### src/rtl/spike_decode_pkg.sv
// ---------------------------------------------------------------------------
// spike_decode_pkg
// Shared definitions for the spike rate/latency decoder:
//   WINDOW_W_DEF / COUNT_W_DEF : default widths of window index and spike count
//   TTFS_NONE                  : latency code meaning "no spike in window"
//   rate_result_t              : decoded result {count, ttfs} at default widths
//   dec_state_e                : decoder mode (IDLE when disabled, COUNT when enabled)
// ---------------------------------------------------------------------------
package spike_decode_pkg;

    localparam int unsigned WINDOW_W_DEF = 8;
    localparam int unsigned COUNT_W_DEF  = 8;

    localparam logic [WINDOW_W_DEF-1:0] TTFS_NONE = '1;

    typedef struct packed {
        logic [COUNT_W_DEF-1:0]  count;
        logic [WINDOW_W_DEF-1:0] ttfs;
    } rate_result_t;

    typedef enum logic {
        ST_IDLE,
        ST_COUNT
    } dec_state_e;

endpackage

### src/rtl/sat_counter.sv
// ---------------------------------------------------------------------------
// sat_counter
// Up-counter that holds at all-ones instead of wrapping.
//   clk_i        : clock, rising edge
//   rst_i        : synchronous active-high reset
//   clear_i      : synchronous clear (applied after this cycle's increment is seen
//                  on count_next_o)
//   inc_i        : add one this cycle
//   count_o      : registered count
//   count_next_o : saturated count including this cycle's increment
// ---------------------------------------------------------------------------
module sat_counter #(
    parameter int unsigned W = 8
) (
    input  logic         clk_i,
    input  logic         rst_i,
    input  logic         clear_i,
    input  logic         inc_i,
    output logic [W-1:0] count_o,
    output logic [W-1:0] count_next_o
);

    logic [W-1:0] count_q;
    logic [W-1:0] count_d;

    always_comb begin
        count_next_o = count_q;
        if (inc_i && (count_q != '1)) begin
            count_next_o = count_q + 1'b1;
        end
        count_d = clear_i ? '0 : count_next_o;
    end

    always_ff @(posedge clk_i) begin
        if (rst_i) begin
            count_q <= '0;
        end else begin
            count_q <= count_d;
        end
    end

    assign count_o = count_q;

endmodule

### src/rtl/spike_rate_decoder.sv
// ---------------------------------------------------------------------------
// spike_rate_decoder
// Decodes a 1-bit spike stream over windows of N = window+1 enabled cycles into
// a saturating spike count (rate code) and time-to-first-spike (latency code),
// delivered through a valid/ready result register with a sticky overrun flag.
//   clk           : clock, rising edge
//   reset         : synchronous active-high reset
//   enable        : decode enable; low discards the partial window
//   spike         : spike input, sampled every enabled cycle
//   window        : window length minus one
//   rate_ready    : consumer accepts the pending result
//   clear_overrun : clears the sticky overrun flag
//   rate_valid    : result register holds an unconsumed result
//   rate_count    : spike count of the last completed window (saturated)
//   rate_ttfs     : cycle index of the first spike, all-ones if none
//   overrun       : sticky, an unconsumed result was overwritten
// ---------------------------------------------------------------------------
module spike_rate_decoder
    import spike_decode_pkg::*;
#(
    parameter int unsigned WINDOW_W = WINDOW_W_DEF,
    parameter int unsigned COUNT_W  = COUNT_W_DEF
) (
    input  logic                clk,
    input  logic                reset,
    input  logic                enable,
    input  logic                spike,
    input  logic [WINDOW_W-1:0] window,
    input  logic                rate_ready,
    input  logic                clear_overrun,
    output logic                rate_valid,
    output logic [COUNT_W-1:0]  rate_count,
    output logic [WINDOW_W-1:0] rate_ttfs,
    output logic                overrun
);

    typedef struct packed {
        logic [COUNT_W-1:0]  count;
        logic [WINDOW_W-1:0] ttfs;
    } result_t;

    dec_state_e          state_q, state_d;
    logic [WINDOW_W-1:0] cyc_q, cyc_d, cyc_idx;
    logic                seen_q, seen_d;
    logic [WINDOW_W-1:0] ttfs_q, ttfs_d, ttfs_now;
    result_t             res_q, res_d;
    logic                valid_q, valid_d;
    logic                ovr_q, ovr_d;
    logic                cnt_clear, capture;
    logic [COUNT_W-1:0]  cnt_now;
    logic [COUNT_W-1:0]  cnt_unused;

    sat_counter #(
        .W (COUNT_W)
    ) u_cnt (
        .clk_i        (clk),
        .rst_i        (reset),
        .clear_i      (cnt_clear),
        .inc_i        (enable & spike),
        .count_o      (cnt_unused),
        .count_next_o (cnt_now)
    );

    always_comb begin
        state_d   = enable ? ST_COUNT : ST_IDLE;
        cyc_d     = cyc_q;
        seen_d    = seen_q;
        ttfs_d    = ttfs_q;
        cnt_clear = 1'b0;
        capture   = 1'b0;
        res_d     = res_q;
        valid_d   = valid_q;
        ovr_d     = ovr_q;

        // The first enabled cycle after IDLE is always index 0.
        cyc_idx  = (state_q == ST_COUNT) ? cyc_q : '0;
        ttfs_now = seen_q ? ttfs_q : (spike ? cyc_idx : '1);

        if (!enable) begin
            cyc_d     = '0;
            seen_d    = 1'b0;
            ttfs_d    = '1;
            cnt_clear = 1'b1;
        end else if (cyc_idx >= window) begin
            // >= lets a window shrunk below the current index end right here.
            capture   = 1'b1;
            cyc_d     = '0;
            seen_d    = 1'b0;
            ttfs_d    = '1;
            cnt_clear = 1'b1;
        end else begin
            cyc_d  = cyc_idx + 1'b1;
            seen_d = seen_q | spike;
            ttfs_d = ttfs_now;
        end

        if (capture) begin
            res_d.count = cnt_now;
            res_d.ttfs  = ttfs_now;
            valid_d     = 1'b1;
        end else if (valid_q && rate_ready) begin
            valid_d = 1'b0;
        end

        // Overwrite of an unaccepted result wins over a same-cycle clear.
        if (capture && valid_q && !rate_ready) begin
            ovr_d = 1'b1;
        end else if (clear_overrun) begin
            ovr_d = 1'b0;
        end
    end

    always_ff @(posedge clk) begin
        if (reset) begin
            state_q <= ST_IDLE;
            cyc_q   <= '0;
            seen_q  <= 1'b0;
            ttfs_q  <= '1;
            res_q   <= '0;
            valid_q <= 1'b0;
            ovr_q   <= 1'b0;
        end else begin
            state_q <= state_d;
            cyc_q   <= cyc_d;
            seen_q  <= seen_d;
            ttfs_q  <= ttfs_d;
            res_q   <= res_d;
            valid_q <= valid_d;
            ovr_q   <= ovr_d;
        end
    end

    assign rate_valid = valid_q;
    assign rate_count = res_q.count;
    assign rate_ttfs  = res_q.ttfs;
    assign overrun    = ovr_q;

endmodule

### config.mk
export PLATFORM = sky130hd
export DESIGN_NAME = spike_rate_decoder
export DESIGN_NICKNAME = d
export VERILOG_FILES = /design/src/rtl/spike_decode_pkg.sv /design/src/rtl/sat_counter.sv /design/src/rtl/spike_rate_decoder.sv
export SDC_FILE = /design/constraint.sdc
export NUM_CORES = 1
export LEC_CHECK = 0
export BUFFER_PORTS_ARGS = -buffer_cell sky130_fd_sc_hd__buf_2
export CAP_MARGIN = 15
export CORE_ASPECT_RATIO = 0.5
export CORE_MARGIN = 2
export CORE_UTILIZATION = 56
export DETAILED_ROUTE_END_ITERATION = 10
export PLACE_DENSITY_LB_ADDON = 0.25
export RECOVER_POWER = 50
export SLEW_MARGIN = 10
export SYNTH_ARGS = -nofsm -noshare
export SYNTH_HDL_FRONTEND = slang
export SYNTH_SLANG_ARGS = --single-unit
### constraint.sdc
create_clock -name clk -period 2.7 [get_ports clk]
set_clock_uncertainty 0.1 [all_clocks]
set_input_delay 0.27 -clock clk [delete_from_list [all_inputs] [get_ports clk]]
set_output_delay 0.27 -clock clk [all_outputs]
set_load 0.02 [all_outputs]
==> key figures <==
Status
  – Status: finished, final reports clean

Clocking
  – Clock buffer depth: 2
  – Clock transition at path regs: about 0.09 ns
  – CTS HTree Levels: 2
  – Post-CTS Setup Inserts: 0
  – Hold_buf cts: 0
  – Clock latency on the worst-skew pair: 0.30 ns
  – CTS tree: yes
  – Root buf cell: clkbuf_8
  – Clk sink count: 44
  – TritonCTS buffer count: 5

Job
  – Max_cap viols: 0

Setup path
  – CP Launch Type: flip-flop
  – Worst-path cell chain: nand2_1, ha_1, nand2b_4, a2111oi_4, o32a_4, mux2_2
  – Reg-to-Reg End: rate_ttfs[5]$_SDFFE_PP0P_
  – WP data arrival: 2.53 ns
  – Reg-to-reg slack, setup: ~0.25 ns
  – Reg-to-reg startpoint: state_q$_SDFF_PP0_
  – Crit-path slowest cell: dfxtp_1
  – CP endpoint: rate_ttfs[5]$_SDFFE_PP0P_
  – Critical Path Start: state_q$_SDFF_PP0_
  – R2r worst-path depth: 6
  – Crit Path Class: flip-flop to flip-flop
  – Crit-path max cell delay: approximately 0.54 ns
  – Worst EP required: 2.78 ns
  – Max FO, Critical Path: 13
  – Critical Path End Type: flip-flop

STA
  – Min Tclk post-route: ~2.4 ns
  – RSZ-0062 raised after global routing: no
  – Sum Neg Setup Slack: 0 ns
  – Fmax: approximately 400 MHz
  – Relative slew slack: 0.274
  – Final Hold Viols: 0
  – Final setup viols: 0
  – Worst-Margin Slew: between 1 and 1.5 ns
  – Final worst-path cycle share: 0.907
  – Final Max Slew Viols: 0

Global route
  – Total track usage: 0.216
  – Largest net degree at the start of global routing: 26
  – Initial antenna violation count: 0
  – First-pass GRT wire length: between 7000 and 8000 um
  – Total grt overflow: 0
  – Number of global-route vias before repair: approximately 1600

Yosys
  – Syn avg cell area: 9.24 um^2
  – Synth warn: 0
  – Post-synth EDFFs: 0
  – Yosys reg bits: 44
  – Sequential cell area fraction in the yosys report: 0.407
  – Synth unique cells: 44
  – Mapped Cells: 234
  – Ys flop type: dfxtp_1
  – Synth Net Count: between 200 and 300
  – Mapped Area: 0.00216 mm^2
  – Async S/R FF share, synth: 0

Finish
  – Post-route design area: ~0.0024 mm^2
  – FILL cells: 302
  – Final nets: 290
  – Layout cells sized above 1: 0.135
  – Multi-input logic area: about 0.0011 mm^2
  – Syn-to-layout area delta: 12.8%
  – Reg area: ~880 um^2
  – Diode count: 0

Detailed routing
  – Total Routed Length: between 4000 and 5000 um
  – First DRT Iteration DRCs: just over 80
  – Antenna Nets Post-Route: 0
  – DRC: 0
  – Average routed wire per standard cell: ~14 um
  – Drt via density: around 5.6
  – Drt pass-1 iters: 4
  – Vias: between 1500 and 2000

Power and ir drop
  – Peak VDD IR: slightly above 0.3 mV
  – P_leak: 0.00104 uW
  – PD cells: roughly 530 mW/mm^2

Hold path
  – Class of the worst hold path: input pin to flip-flop

Placed design
  – Gpl congestion: just over 0.8
  – DP Area: 0.00234 mm^2
  – DP HPWL: about 3300 um
  – Port bufs: 31

Die
  – CORE AREA: ~0.0036 mm^2
  – Total die area: 0.00440 mm^2
  – IO Count: 32
  – Starting Density: 0.606
  – Die width: around 90 um
  – Row cnt: 15
  – Die H: 47.9 um
## cell families (layout without fill, tap and decap cells)
group,after synthesis,in the layout,share of synthesized area
AOI/OAI and AO/OA,38,38,0.137
xor gates and xnor gates,6,6,0.0243
adders and majority gates,10,10,0.0579
buffers and inverters,26,59,0.0625
DFF,44,44,0.407
muxes,16,16,0.0833
and+or+nand+nor,94,94,0.228
## power by group
group / leakage (uW) / switching (uW) / internal, uW
Clock: 0.0000645 / 231 / 327
Combinational: 0.000621 / 47.0 / 29.5
Sequential: 0.000357 / 6.02 / 657
Total: 0.00104 / 284 / 1010
## through the flow
step | utilization | power [uW] | instances | setup WS [ns] | hold WS [ns]
after floorplan | - | 729 | 234 | 0.287 | 0.270
after global placement | 0.656 | 752 | 310 | 0.271 | 0.344
after detailed placement | 0.656 | 755 | 310 | 0.192 | 0.355
after CTS | 0.692 | 1300 | 318 | 0.137 | 0.126
after global routing | 0.684 | 1330 | 318 | 0.0671 | 0.132
final | 0.684 | 1300 | 318 | 0.251 | 0.128
## synthesized netlist by cell type, types with 3 or more instances
library cell	count	area share
a211oi_1	3	0.010
a21oi_1	5	0.012
and2_1	7	0.020
and3_1	5	0.014
clkbuf_1	6	0.010
dfxtp_1	44	0.41
ha_1	10	0.058
inv_1	15	0.026
mux2_2	8	0.042
mux2i_1	6	0.028
nand2_1	20	0.035
nand3_1	8	0.019
nand4_1	9	0.026
nor2_1	19	0.033
nor2b_1	8	0.023
nor3_1	6	0.014
o211ai_1	3	0.010
o21a_1	4	0.014
o21ai_0	4	0.0093
o22ai_1	8	0.023
xnor2_1	6	0.024
## area by class of cell
cell class,instances,share of cell area
inverters,15,0.0231
multi-input cells,164,0.472
flip-flops and latches,44,0.361
well taps,51,0.0262
clock buffers,7,0.0395
clock inverters,1,0.0123
repair buffers,36,0.0662
## cell usage in the layout, fill, tap and decap left out, types with 8 or more instances in the layout
master / instances
nand3_1: 8
inv_1: 15
nand4_1: 9
mux2_2: 8
dfxtp_1: 44
nor2b_1: 8
nand2_1: 20
nor2_1: 19
ha_1: 10
o22ai_1: 8
clkbuf_1: 21
buf_2: 12
## what timing repair did
item	in CTS	in global routing
resized for setup	0	1
endpoints found under the setup margin	0	7
hold endpoints to repair	0	0
## state kept, by name, indices dropped and copies added, names as in the netlist
register,count
ttfs_q,8
rate_ttfs,8
state_q,1
overrun,1
rate_count,8
seen_q,1
u_cnt.count_o,8
cyc_q,8
rate_valid,1
## critical path: cells and delay by family (launching register included)
kind	cells	cell delay, ns
AND/OR/NAND/NOR	2	0.29
multiplexers	1	0.36
flip-flops	1	0.54
adder cells (fa/ha/maj)	1	0.30
AO/OA/AOI/OAI	2	0.75
## layer usage
metal  routed length, um  vias to the layer above  share of wire  track usage
met5                   0                        -              0            0
met1                2130                      841           0.47        0.261
met2                2190                       35           0.48        0.403
met3                 191                        7          0.042       0.0598
li1                    -                      889              -            -
met4                  47                        0          0.010       0.0507
## worst min-delay path by stage
stage,startpoint,to,slack (ns),depth (start not counted)
4_1_cts,clear_overrun,overrun$_SDFFE_PP0P_,0.13,3
5_1_grt,clear_overrun,overrun$_SDFFE_PP0P_,0.13,3
2_1_floorplan,reset,state_q$_SDFF_PP0_,0.27,1
3_3_place_gp,rate_count[4]$_SDFFE_PP0P_,rate_count[4]$_SDFFE_PP0P_,0.34,2
3_5_place_dp,rate_count[1]$_SDFFE_PP0P_,rate_count[1]$_SDFFE_PP0P_,0.36,2
6_report,clear_overrun,overrun$_SDFFE_PP0P_,0.13,3
No activity file was read; power rests on OpenSTA's default activity.
